`src/rtl/axi_lite_reg_slv.sv`:
```
// -----------------------------------------------------------------------------
// axi_lite_reg_slv
// AXI4-Lite responder that terminates single-beat reads and writes into a bank
// of word-wide registers. Read-write words live here, are byte-strobe
// updatable and are exported to the peripheral. Read-only words are taken
// from hardware inputs.
//
// Ports:
//   clk_i       clock, all state on the rising edge
//   rst_i       asynchronous, active-high reset
//   slv_req_i   AXI4-Lite request from the initiator
//   slv_resp_o  AXI4-Lite response to the initiator
//   reg_q_o     current RW register values (0 for read-only indices)
//   reg_wr_o    one-cycle pulse per register updated by a write
//   ro_d_i      read values for read-only registers
// -----------------------------------------------------------------------------

// Default 32-bit address / 32-bit data AXI4-Lite channel types.
package axi_lite_reg_slv_pkg;
    typedef struct packed {
        logic [31:0] addr;
        logic [2:0]  prot;
    } ax_chan_t;

    typedef struct packed {
        logic [31:0] data;
        logic [3:0]  strb;
    } w_chan_t;

    typedef struct packed {
        logic [1:0] resp;
    } b_chan_t;

    typedef struct packed {
        logic [31:0] data;
        logic [1:0]  resp;
    } r_chan_t;

    typedef struct packed {
        ax_chan_t aw;
        logic     aw_valid;
        w_chan_t  w;
        logic     w_valid;
        logic     b_ready;
        ax_chan_t ar;
        logic     ar_valid;
        logic     r_ready;
    } req_t;

    typedef struct packed {
        logic    aw_ready;
        logic    w_ready;
        b_chan_t b;
        logic    b_valid;
        logic    ar_ready;
        r_chan_t r;
        logic    r_valid;
    } resp_t;
endpackage

module axi_lite_reg_slv #(
    parameter int unsigned                          NoRegs       = 16,
    parameter int unsigned                          AxiAddrWidth = 32,
    parameter int unsigned                          AxiDataWidth = 32,
    parameter logic [AxiAddrWidth-1:0]              BaseAddr     = '0,
    parameter logic [NoRegs-1:0]                    ReadOnly     = '0,
    parameter logic [NoRegs-1:0][AxiDataWidth-1:0]  RegRstVal    = '0,
    parameter type                                  axi_req_t    = axi_lite_reg_slv_pkg::req_t,
    parameter type                                  axi_resp_t   = axi_lite_reg_slv_pkg::resp_t
) (
    input  logic                                   clk_i,
    input  logic                                   rst_i,
    input  axi_req_t                               slv_req_i,
    output axi_resp_t                              slv_resp_o,
    output logic [NoRegs-1:0][AxiDataWidth-1:0]    reg_q_o,
    output logic [NoRegs-1:0]                      reg_wr_o,
    input  logic [NoRegs-1:0][AxiDataWidth-1:0]    ro_d_i
);

    localparam int unsigned WB      = AxiDataWidth / 8;
    localparam int unsigned OffBits = $clog2(WB);
    localparam int unsigned IdxW    = (NoRegs > 1) ? $clog2(NoRegs) : 1;

    localparam logic [1:0] RESP_OKAY   = 2'b00;
    localparam logic [1:0] RESP_SLVERR = 2'b10;
    localparam logic [1:0] RESP_DECERR = 2'b11;

    typedef enum logic {W_IDLE, W_RESP} wr_state_e;
    typedef enum logic {R_IDLE, R_RESP} rd_state_e;

    wr_state_e r_wrState, w_wrStateNext;
    rd_state_e r_rdState, w_rdStateNext;

    logic [NoRegs-1:0][AxiDataWidth-1:0] r_regQ;
    logic [NoRegs-1:0]                   r_regWr;
    logic [1:0]                          r_bResp;
    logic [AxiDataWidth-1:0]             r_rData;
    logic [1:0]                          r_rResp;

    logic                    w_awReady, w_wReady, w_bValid, w_arReady, w_rValid;
    logic                    w_wrHs, w_rdHs;
    logic [AxiAddrWidth-1:0] w_wrWord, w_rdWord;
    logic                    w_wrHit, w_rdHit;
    logic [IdxW-1:0]         w_wrIdx, w_rdIdx;
    logic                    w_unused;

    // Protection bits carry no meaning for this register bank.
    assign w_unused = ^{slv_req_i.aw.prot, slv_req_i.ar.prot};

    // Address decode: word index relative to BaseAddr; the sub-word byte
    // offset bits fall away in the shift.
    assign w_wrWord = (slv_req_i.aw.addr - BaseAddr) >> OffBits;
    assign w_rdWord = (slv_req_i.ar.addr - BaseAddr) >> OffBits;
    assign w_wrHit  = (slv_req_i.aw.addr >= BaseAddr) && (w_wrWord < AxiAddrWidth'(NoRegs));
    assign w_rdHit  = (slv_req_i.ar.addr >= BaseAddr) && (w_rdWord < AxiAddrWidth'(NoRegs));
    assign w_wrIdx  = w_wrWord[IdxW-1:0];
    assign w_rdIdx  = w_rdWord[IdxW-1:0];

    assign w_wrHs = w_awReady && w_wReady;
    assign w_rdHs = w_arReady && slv_req_i.ar_valid;

    // Write FSM state register.
    always_ff @(posedge clk_i or posedge rst_i) begin
        if (rst_i) r_wrState <= W_IDLE;
        else       r_wrState <= w_wrStateNext;
    end

    // Write FSM next state: AW and W are only ever accepted together.
    always_comb begin
        w_wrStateNext = r_wrState;
        case (r_wrState)
            W_IDLE:  if (slv_req_i.aw_valid && slv_req_i.w_valid) w_wrStateNext = W_RESP;
            W_RESP:  if (slv_req_i.b_ready) w_wrStateNext = W_IDLE;
            default: w_wrStateNext = W_IDLE;
        endcase
    end

    // Write FSM outputs; readies are held low while reset is asserted.
    always_comb begin
        w_awReady = 1'b0;
        w_wReady  = 1'b0;
        w_bValid  = 1'b0;
        case (r_wrState)
            W_IDLE: begin
                w_awReady = slv_req_i.aw_valid && slv_req_i.w_valid && !rst_i;
                w_wReady  = slv_req_i.aw_valid && slv_req_i.w_valid && !rst_i;
            end
            W_RESP:  w_bValid = 1'b1;
            default: ;
        endcase
    end

    // Read FSM state register.
    always_ff @(posedge clk_i or posedge rst_i) begin
        if (rst_i) r_rdState <= R_IDLE;
        else       r_rdState <= w_rdStateNext;
    end

    // Read FSM next state.
    always_comb begin
        w_rdStateNext = r_rdState;
        case (r_rdState)
            R_IDLE:  if (slv_req_i.ar_valid) w_rdStateNext = R_RESP;
            R_RESP:  if (slv_req_i.r_ready) w_rdStateNext = R_IDLE;
            default: w_rdStateNext = R_IDLE;
        endcase
    end

    // Read FSM outputs.
    always_comb begin
        w_arReady = 1'b0;
        w_rValid  = 1'b0;
        case (r_rdState)
            R_IDLE:  w_arReady = !rst_i;
            R_RESP:  w_rValid  = 1'b1;
            default: ;
        endcase
    end

    // Register bank and write response. reg_wr_o pulses even for an
    // all-zero strobe, since the write still targeted that register.
    always_ff @(posedge clk_i or posedge rst_i) begin
        if (rst_i) begin
            r_regQ  <= RegRstVal;
            r_regWr <= '0;
            r_bResp <= '0;
        end else begin
            r_regWr <= '0;
            if (w_wrHs) begin
                if (!w_wrHit) begin
                    r_bResp <= RESP_DECERR;
                end else if (ReadOnly[w_wrIdx]) begin
                    r_bResp <= RESP_SLVERR;
                end else begin
                    r_bResp          <= RESP_OKAY;
                    r_regWr[w_wrIdx] <= 1'b1;
                    for (int b = 0; b < int'(WB); b++) begin
                        if (slv_req_i.w.strb[b])
                            r_regQ[w_wrIdx][8*b +: 8] <= slv_req_i.w.data[8*b +: 8];
                    end
                end
            end
        end
    end

    // Read data capture. r_regQ is sampled before any same-edge write lands,
    // so a concurrent read of the written register returns the old value.
    always_ff @(posedge clk_i or posedge rst_i) begin
        if (rst_i) begin
            r_rData <= '0;
            r_rResp <= '0;
        end else if (w_rdHs) begin
            if (!w_rdHit) begin
                r_rData <= '0;
                r_rResp <= RESP_DECERR;
            end else if (ReadOnly[w_rdIdx]) begin
                r_rData <= ro_d_i[w_rdIdx];
                r_rResp <= RESP_OKAY;
            end else begin
                r_rData <= r_regQ[w_rdIdx];
                r_rResp <= RESP_OKAY;
            end
        end
    end

    // Exported register view; read-only slots are tied to zero.
    always_comb begin
        reg_q_o = '0;
        for (int k = 0; k < int'(NoRegs); k++) begin
            if (!ReadOnly[k]) reg_q_o[k] = r_regQ[k];
        end
    end

    assign reg_wr_o = r_regWr;

    always_comb begin
        slv_resp_o          = '0;
        slv_resp_o.aw_ready = w_awReady;
        slv_resp_o.w_ready  = w_wReady;
        slv_resp_o.b_valid  = w_bValid;
        slv_resp_o.b.resp   = r_bResp;
        slv_resp_o.ar_ready = w_arReady;
        slv_resp_o.r_valid  = w_rValid;
        slv_resp_o.r.data   = r_rData;
        slv_resp_o.r.resp   = r_rResp;
    end

endmodule

```
`config.mk`:
```
export PLATFORM = sky130hd
export DESIGN_NAME = axi_lite_reg_slv
export DESIGN_NICKNAME = d
export VERILOG_FILES = /design/src/rtl/axi_lite_reg_slv.sv
export SDC_FILE = /design/constraint.sdc
export NUM_CORES = 1
export LEC_CHECK = 0
export ABC_CLOCK_PERIOD_IN_PS = 30900
export CAP_MARGIN = 15
export CORE_AREA = 4 4 464 466
export CTS_BUF_LIST = sky130_fd_sc_hd__clkbuf_4 sky130_fd_sc_hd__clkbuf_8
export DETAILED_ROUTE_END_ITERATION = 6
export DIE_AREA = 0 0 468 470
export HOLD_SLACK_MARGIN = 0.03
export PLACE_DENSITY = 0.34
export SYNTH_ARGS = -nofsm -noshare
export SYNTH_HDL_FRONTEND = slang
export SYNTH_SLANG_ARGS = --single-unit
```
`constraint.sdc`:
```
create_clock -name clk_i -period 30.9 [get_ports clk_i]
set_input_delay 6.18 -clock clk_i [delete_from_list [all_inputs] [get_ports clk_i]]
set_output_delay 6.18 -clock clk_i [all_outputs]
set_load 0.005 [all_outputs]
```
==> reports/qor.csv, run 1 <==
stage,metric,value,unit
run_status,outcome,finished clean,
synth,Mapped Nets,2264,
critical_path,required time of the critical path,24.72,ns
cts,post-CTS setup buffers,0,
critical_path,Crit Path Class,primary input to output pin,
placement,DP HPWL,108.2,mm
synth,syn_area_per_cell,15.76,um2
final_layout,Final Cell Area,38620,um2
final_layout,"most common cell after layout, fill and taps aside",clkdlybuf4s50_1,
synth,sequential share of the synthesized area,0.5465,
synth,Syn Inst Count,1639,
cts,clock sinks,564,
final_layout,"Area growth, synth to finish",49.55,%
synth,#FFs+latches synth,564,
critical_path,slowest cell delay on critical path,0.57,ns
floorplanning,DIE AREA,220000,um2
floorplanning,Die W,468,um
global_route,vias in the first global route,20266,
routing,Via Count,18406,
synth,largest family of logic cells by synthesized area,multiplexers,
synth,synth top area cells,"dfrtp_1, mux2_2, mux4_2, nor4_4, a22oi_1",
timing,Tightest Pin Transition,1.078,ns
timing,Fin Clk Skew,0.04246,ns
routing,DRT Pass-1 Iters,5,
timing,"Slew Viols, Final",0,
timing,fmax,0.07037,GHz
routing,post-DR wirelength/cell,28.01,um
critical_path,WP data arrival,8.03,ns
timing,setup TNS,0,ns
cts,CTS root buf,clkbuf_8,
critical_path,r2r worst-path depth,7,
critical_path,worst path cell trace,clkdlybuf4s50_1 > and4bb_1 > buf_4 > clkdlybuf4s50_1,
routing,drt initial violations,880,
global_route,first-pass GRT wire length,196.8,mm
critical_path,critical path's top delay family,buffers and inverters,
placement,I/O Buffers,671,
placement,last weighted congestion value of the routability-driven placer,0.7270,
synth,post-synthesis simple-gate area fraction,0.06463,
min_path,WHS Path Cells,1,
power,worst vdd ir,0.02868,mV
global_route,largest net degree at the start of global routing,88,
synth,post-synthesis mux area share,0.3365,
global_route,initial antenna violation count,21,
timing,RSZ-0062 raised after global routing,no,
min_path,hold crit path type,flop to flop,
routing,DRC,0,
final_layout,sequential cell area,14110,um2
cts,total CTS buffers,119,
critical_path,cell mode on critical path,clkdlybuf4s50_1,
synth,Synth async-reset ratio,1.000,
global_route,Total GRT Usage,0.1321,
cts,clk slew on worst S/H paths,0.05,ns
synth,top-area cell type share of the netlist area,0.5465,
final_layout,multi-input logic area,11160,um2
floorplanning,Core ar.,211200,um2
critical_path,Buf/Inv on CP,3,
synth,Post-synth EDFFs,0,
final_layout,Final nets,3014,
cts,CTS Buffer Depth,3,
critical_path,CP Capture Type,output pin,
global_route,Overflow after GRT,0,
cts,post-CTS sizing,0,
timing,Setup-failing EPs final,0,
cts,CTS H-tree lvls,3,
synth,xor/xnor share of the synthesized area,0,
synth,Mapped Area,25820,um2
synth,Compound-Gate Fraction of Synth Area,0.02946,
cts,# hold bufs at CTS,0,
power,Pleak,16.74,nW
cts,clk_lat worst skew,0.87,ns
final_layout,layout cells sized above 1,0.3955,
timing,slew margin rel.,0.2789,
critical_path,CP max stage cell,clkdlybuf4s50_1,
routing,"antenna viol nets, final",0,
flow_run,number of max-cap violations,0,
final_layout,Filler cells,23056,
placement,placed inst area,36140,um2
critical_path,CP startpoint kind,primary input,
synth,post-synthesis cell type count,32,
final_layout,most frequent cells in the layout,"clkdlybuf4s50_1, dfrtp_1, mux2_2, clkbuf_8, mux4_2",
final_layout,final core utilization,0.1828,
synth,Synth Warn #,0,
routing,Vias/cell,3.470,
critical_path,critical path depth,4,
synth,Synth area leader,dfrtp_1,
cts,CTS tree,done,
power,PwrDens,43.53,nW/um2
timing,Final min period,14.21,ns
synth,Synth Flop Type,dfrtp_1,
floorplanning,chip height,470,um
critical_path,worst-path maximum fanout,4,
floorplanning,starting density of the core,0.1222,
timing,fin crit share,0.4599,
floorplanning,Top Ports,1194,
routing,final WL,148.6,mm
floorplanning,row cnt,169,
synth,Post-Synth Adder-Cell Area,0,
timing,Final Hold Viols,0,
-- where the power goes --
group	internal, mW	switching, mW
Clock	0.483	0.374
Sequential	0.740	0.000367
Combinational	0.0234	0.0612
-- final timing paths --
path	start	endpoint	slack (ns)
hold / removal	r_wrState$_DFF_PP0_	r_wrState$_DFF_PP0_	0.50
setup / recovery	rst_i	slv_resp_o[39]	16.69
min in group asynchronous	rst_i	r_rdState$_DFF_PP0_	5.88
hold reg to reg	r_wrState$_DFF_PP0_	r_wrState$_DFF_PP0_	0.50
setup reg to reg	r_wrState$_DFF_PP0_	reg_q_o[68]$_DFFE_PP0P_	27.04
max in group asynchronous	rst_i	reg_q_o[11]$_DFFE_PP0P_	21.57
-- cell families (layout without fill, tap and decap cells) --
| group | Yosys count | after routing |
|---|---|---|
| compound gates | 97 | 97 |
| buf+inv | 125 | 959 |
| flops | 564 | 564 |
| mux | 644 | 644 |
| other cells | 0 | 10 |
| simple gates | 209 | 209 |
-- stage by stage --
stage	power (mW)	setup WS, ns	hold slack, ns	instances
floorplan	0.7942	8.946	0.4632	1639
global placement	0.8425	16.61	0.4908	5089
detailed placement	0.8420	16.63	0.4904	5089
CTS	1.735	16.62	0.5060	5294
global route	1.764	16.64	0.5218	5299
finish	1.681	16.69	0.5033	5304
-- metal layers --
layer / global-route usage / wire length (um) / vias to the layer above
li1: - / - / 7835
met1: 0.1533 / 58860 / 9755
met2: 0.2284 / 73870 / 664
met3: 0.05103 / 12760 / 148
met4: 0.03024 / 3067 / 4
met5: 0 / 24 / -
-- flip-flops by register name, summed over array words and instances (netlist names) --
register   count
r_wrState      1
r_rData       32
r_bResp        1
reg_q_o      512
r_rdState      1
reg_wr_o      16
r_rResp        1
-- synth_stat cells, drive strengths merged (2+ instances only) --
master,number
dfrtp,564
mux2,512
mux4,128
clkbuf,75
a22oi,62
buf,47
nor4,47
nand2,42
nor2,37
a22o,32
nand4,32
and3,16
nand3b,9
nand3,6
nor2b,5
mux2i,4
a21oi,3
and4,3
inv,3
or3b,3
and2,2
nand2b,2
or2,2
or4,2
-- final cells by class --
| type | count | share of cell area |
|---|---|---|
| Tap cell | 2821 | 0.09140 |
| Antenna cell | 10 | 0.0006480 |
| Multi-Input combinational cell | 950 | 0.2890 |
| Inverter | 3 | 0.0004860 |
| Clock buffer | 191 | 0.05965 |
| Timing Repair Buffer | 751 | 0.1894 |
| Sequential cell | 564 | 0.3655 |
| Clock inverter | 14 | 0.003888 |
No activity file was read; power rests on OpenSTA's default activity.
==> inputs of run 2 (changes only) <==
Settings changed: ABC_CLOCK_PERIOD_IN_PS 30900 to 13880.
Clock period 30.9 ns to 13.88 ns, I/O delays scaled along.
==> run 2 against run 1 <==
Die area stayed put. Critical path type unchanged. Sequential share of layout area fell by 0.30 points. Power increased by 130%.
==> reports/qor.csv, run 2 (synthesis gave the netlist of run 1 again) <==
stage,metric,value,unit
cts,CTS Buffer Depth,3,
critical_path,required time of the critical path,11.10,ns
floorplanning,Top Ports,1194,
routing,"antenna viol nets, final",0,
timing,fmax,0.1288,GHz
global_route,Total GRT Usage,0.1321,
floorplanning,Core ar.,211200,um2
global_route,vias in the first global route,20221,
timing,Fin Clk Skew,0.05387,ns
cts,# hold bufs at CTS,0,
power,worst vdd ir,0.07560,mV
final_layout,"most common cell after layout, fill and taps aside",clkdlybuf4s50_1,
critical_path,slowest cell delay on critical path,0.97,ns
floorplanning,chip height,470,um
timing,Setup-failing EPs final,0,
critical_path,CP startpoint kind,primary input,
critical_path,WP data arrival,4.99,ns
cts,CTS H-tree lvls,3,
timing,Final Hold Viols,0,
routing,drt initial violations,795,
final_layout,"Area growth, synth to finish",50.78,%
final_layout,Final nets,3014,
cts,CTS root buf,clkbuf_8,
cts,CTS tree,done,
floorplanning,row cnt,169,
routing,Vias/cell,3.488,
run_status,outcome,finished clean,
cts,clock sinks,564,
timing,setup TNS,0,ns
routing,DRC,0,
floorplanning,Die W,468,um
placement,last weighted congestion value of the routability-driven placer,0.7233,
critical_path,critical path's top delay family,buffers and inverters,
power,Pleak,16.88,nW
cts,clk slew on worst S/H paths,0.05,ns
timing,hold slack,0.5035,ns
min_path,hold crit path type,flop to flop,
global_route,initial antenna violation count,27,
cts,post-CTS setup buffers,0,
critical_path,CP max stage cell,and4bb_1,
placement,DP HPWL,107.0,mm
cts,post-CTS sizing,0,
timing,fin crit share,0.5594,
power,PwrDens,100.4,nW/um2
routing,post-DR wirelength/cell,27.94,um
critical_path,CP Capture Type,output pin,
floorplanning,starting density of the core,0.1222,
critical_path,Crit Path Class,primary input to output pin,
timing,Tightest Pin Transition,1.154,ns
timing,"Slew Viols, Final",0,
floorplanning,DIE AREA,220000,um2
critical_path,R2R Setup Slk,9.36,ns
global_route,Overflow after GRT,0,
final_layout,layout cells sized above 1,0.3994,
timing,Final min period,7.765,ns
routing,DRT Pass-1 Iters,5,
final_layout,max reg flops,512,
placement,I/O Buffers,671,
timing,RSZ-0062 raised after global routing,no,
critical_path,worst path cell trace,clkdlybuf4s50_1 > and4bb_1 > clkdlybuf4s50_1,
routing,final WL,148.6,mm
final_layout,most frequent cells in the layout,"clkdlybuf4s50_1, dfrtp_1, mux2_2, clkbuf_8, mux4_2",
timing,slew margin rel.,0.2306,
flow_run,number of max-cap violations,0,
critical_path,worst-path maximum fanout,5,
cts,total CTS buffers,119,
global_route,largest net degree at the start of global routing,154,
critical_path,Buf/Inv on CP,2,
cts,clk_lat worst skew,0.90,ns
critical_path,cell mode on critical path,clkdlybuf4s50_1,
global_route,first-pass GRT wire length,196.5,mm
routing,Via Count,18544,
run 2: layer usage:
metal	vias up	global-route usage	wire length, um	part of all wire
met5	-	0	21	0.00014
met4	4	0.04968	5805	0.039
met3	195	0.04886	12080	0.081
met2	699	0.2140	69640	0.47
met1	9790	0.1590	61020	0.41
li1	7856	-	-	-
run 2: cell type report:
class / instances / area, um2
fillers: 22981 / 172300
flip-flops and latches: 564 / 14110
multi-input cells: 950 / 11160
repair buffers: 751 / 7366
well taps: 2821 / 3530
clock buffers: 201 / 2479
clock inverters: 20 / 254.0
diodes: 7 / 17.52
inverters: 3 / 15.01
run 2: path summary, 6_finish.rpt:
check                                                end  depth (start not counted)              startpoint
worst max-delay path                      slv_resp_o[40]                          3                   rst_i
worst min-delay path              r_rData[1]$_DFFE_PP0P_                          1  r_rData[1]$_DFFE_PP0P_
worst max register to register  reg_q_o[403]$_DFFE_PP0P_                          4     r_wrState$_DFF_PP0_
worst min register to register    r_rData[1]$_DFFE_PP0P_                          1  r_rData[1]$_DFFE_PP0P_
max in group asynchronous       reg_q_o[238]$_DFFE_PP0P_                          4                   rst_i
min in group asynchronous       reg_q_o[348]$_DFFE_PP0P_                          2                   rst_i
run 2: power breakdown:
part / switching, mW / internal, mW / leakage [nW]
sequential: 0.00171 / 1.65 / 7.87
combinational: 0.140 / 0.0531 / 7.56
clock: 0.873 / 1.20 / 1.45
total: 1.01 / 2.90 / 16.9
run 2: metrics by stage:
step,utilization,cells,instance area [um2],power (mW),setup slack (ns)
after floorplan,-,1639,25830,1.769,3.424
after global placement,0.1713,5089,36190,1.882,5.989
after detailed placement,0.1713,5089,36190,1.880,5.995
after CTS,0.1842,5310,38920,4.028,5.997
after global routing,0.1843,5316,38930,4.094,6.059
final,0.1843,5317,38940,3.910,6.115
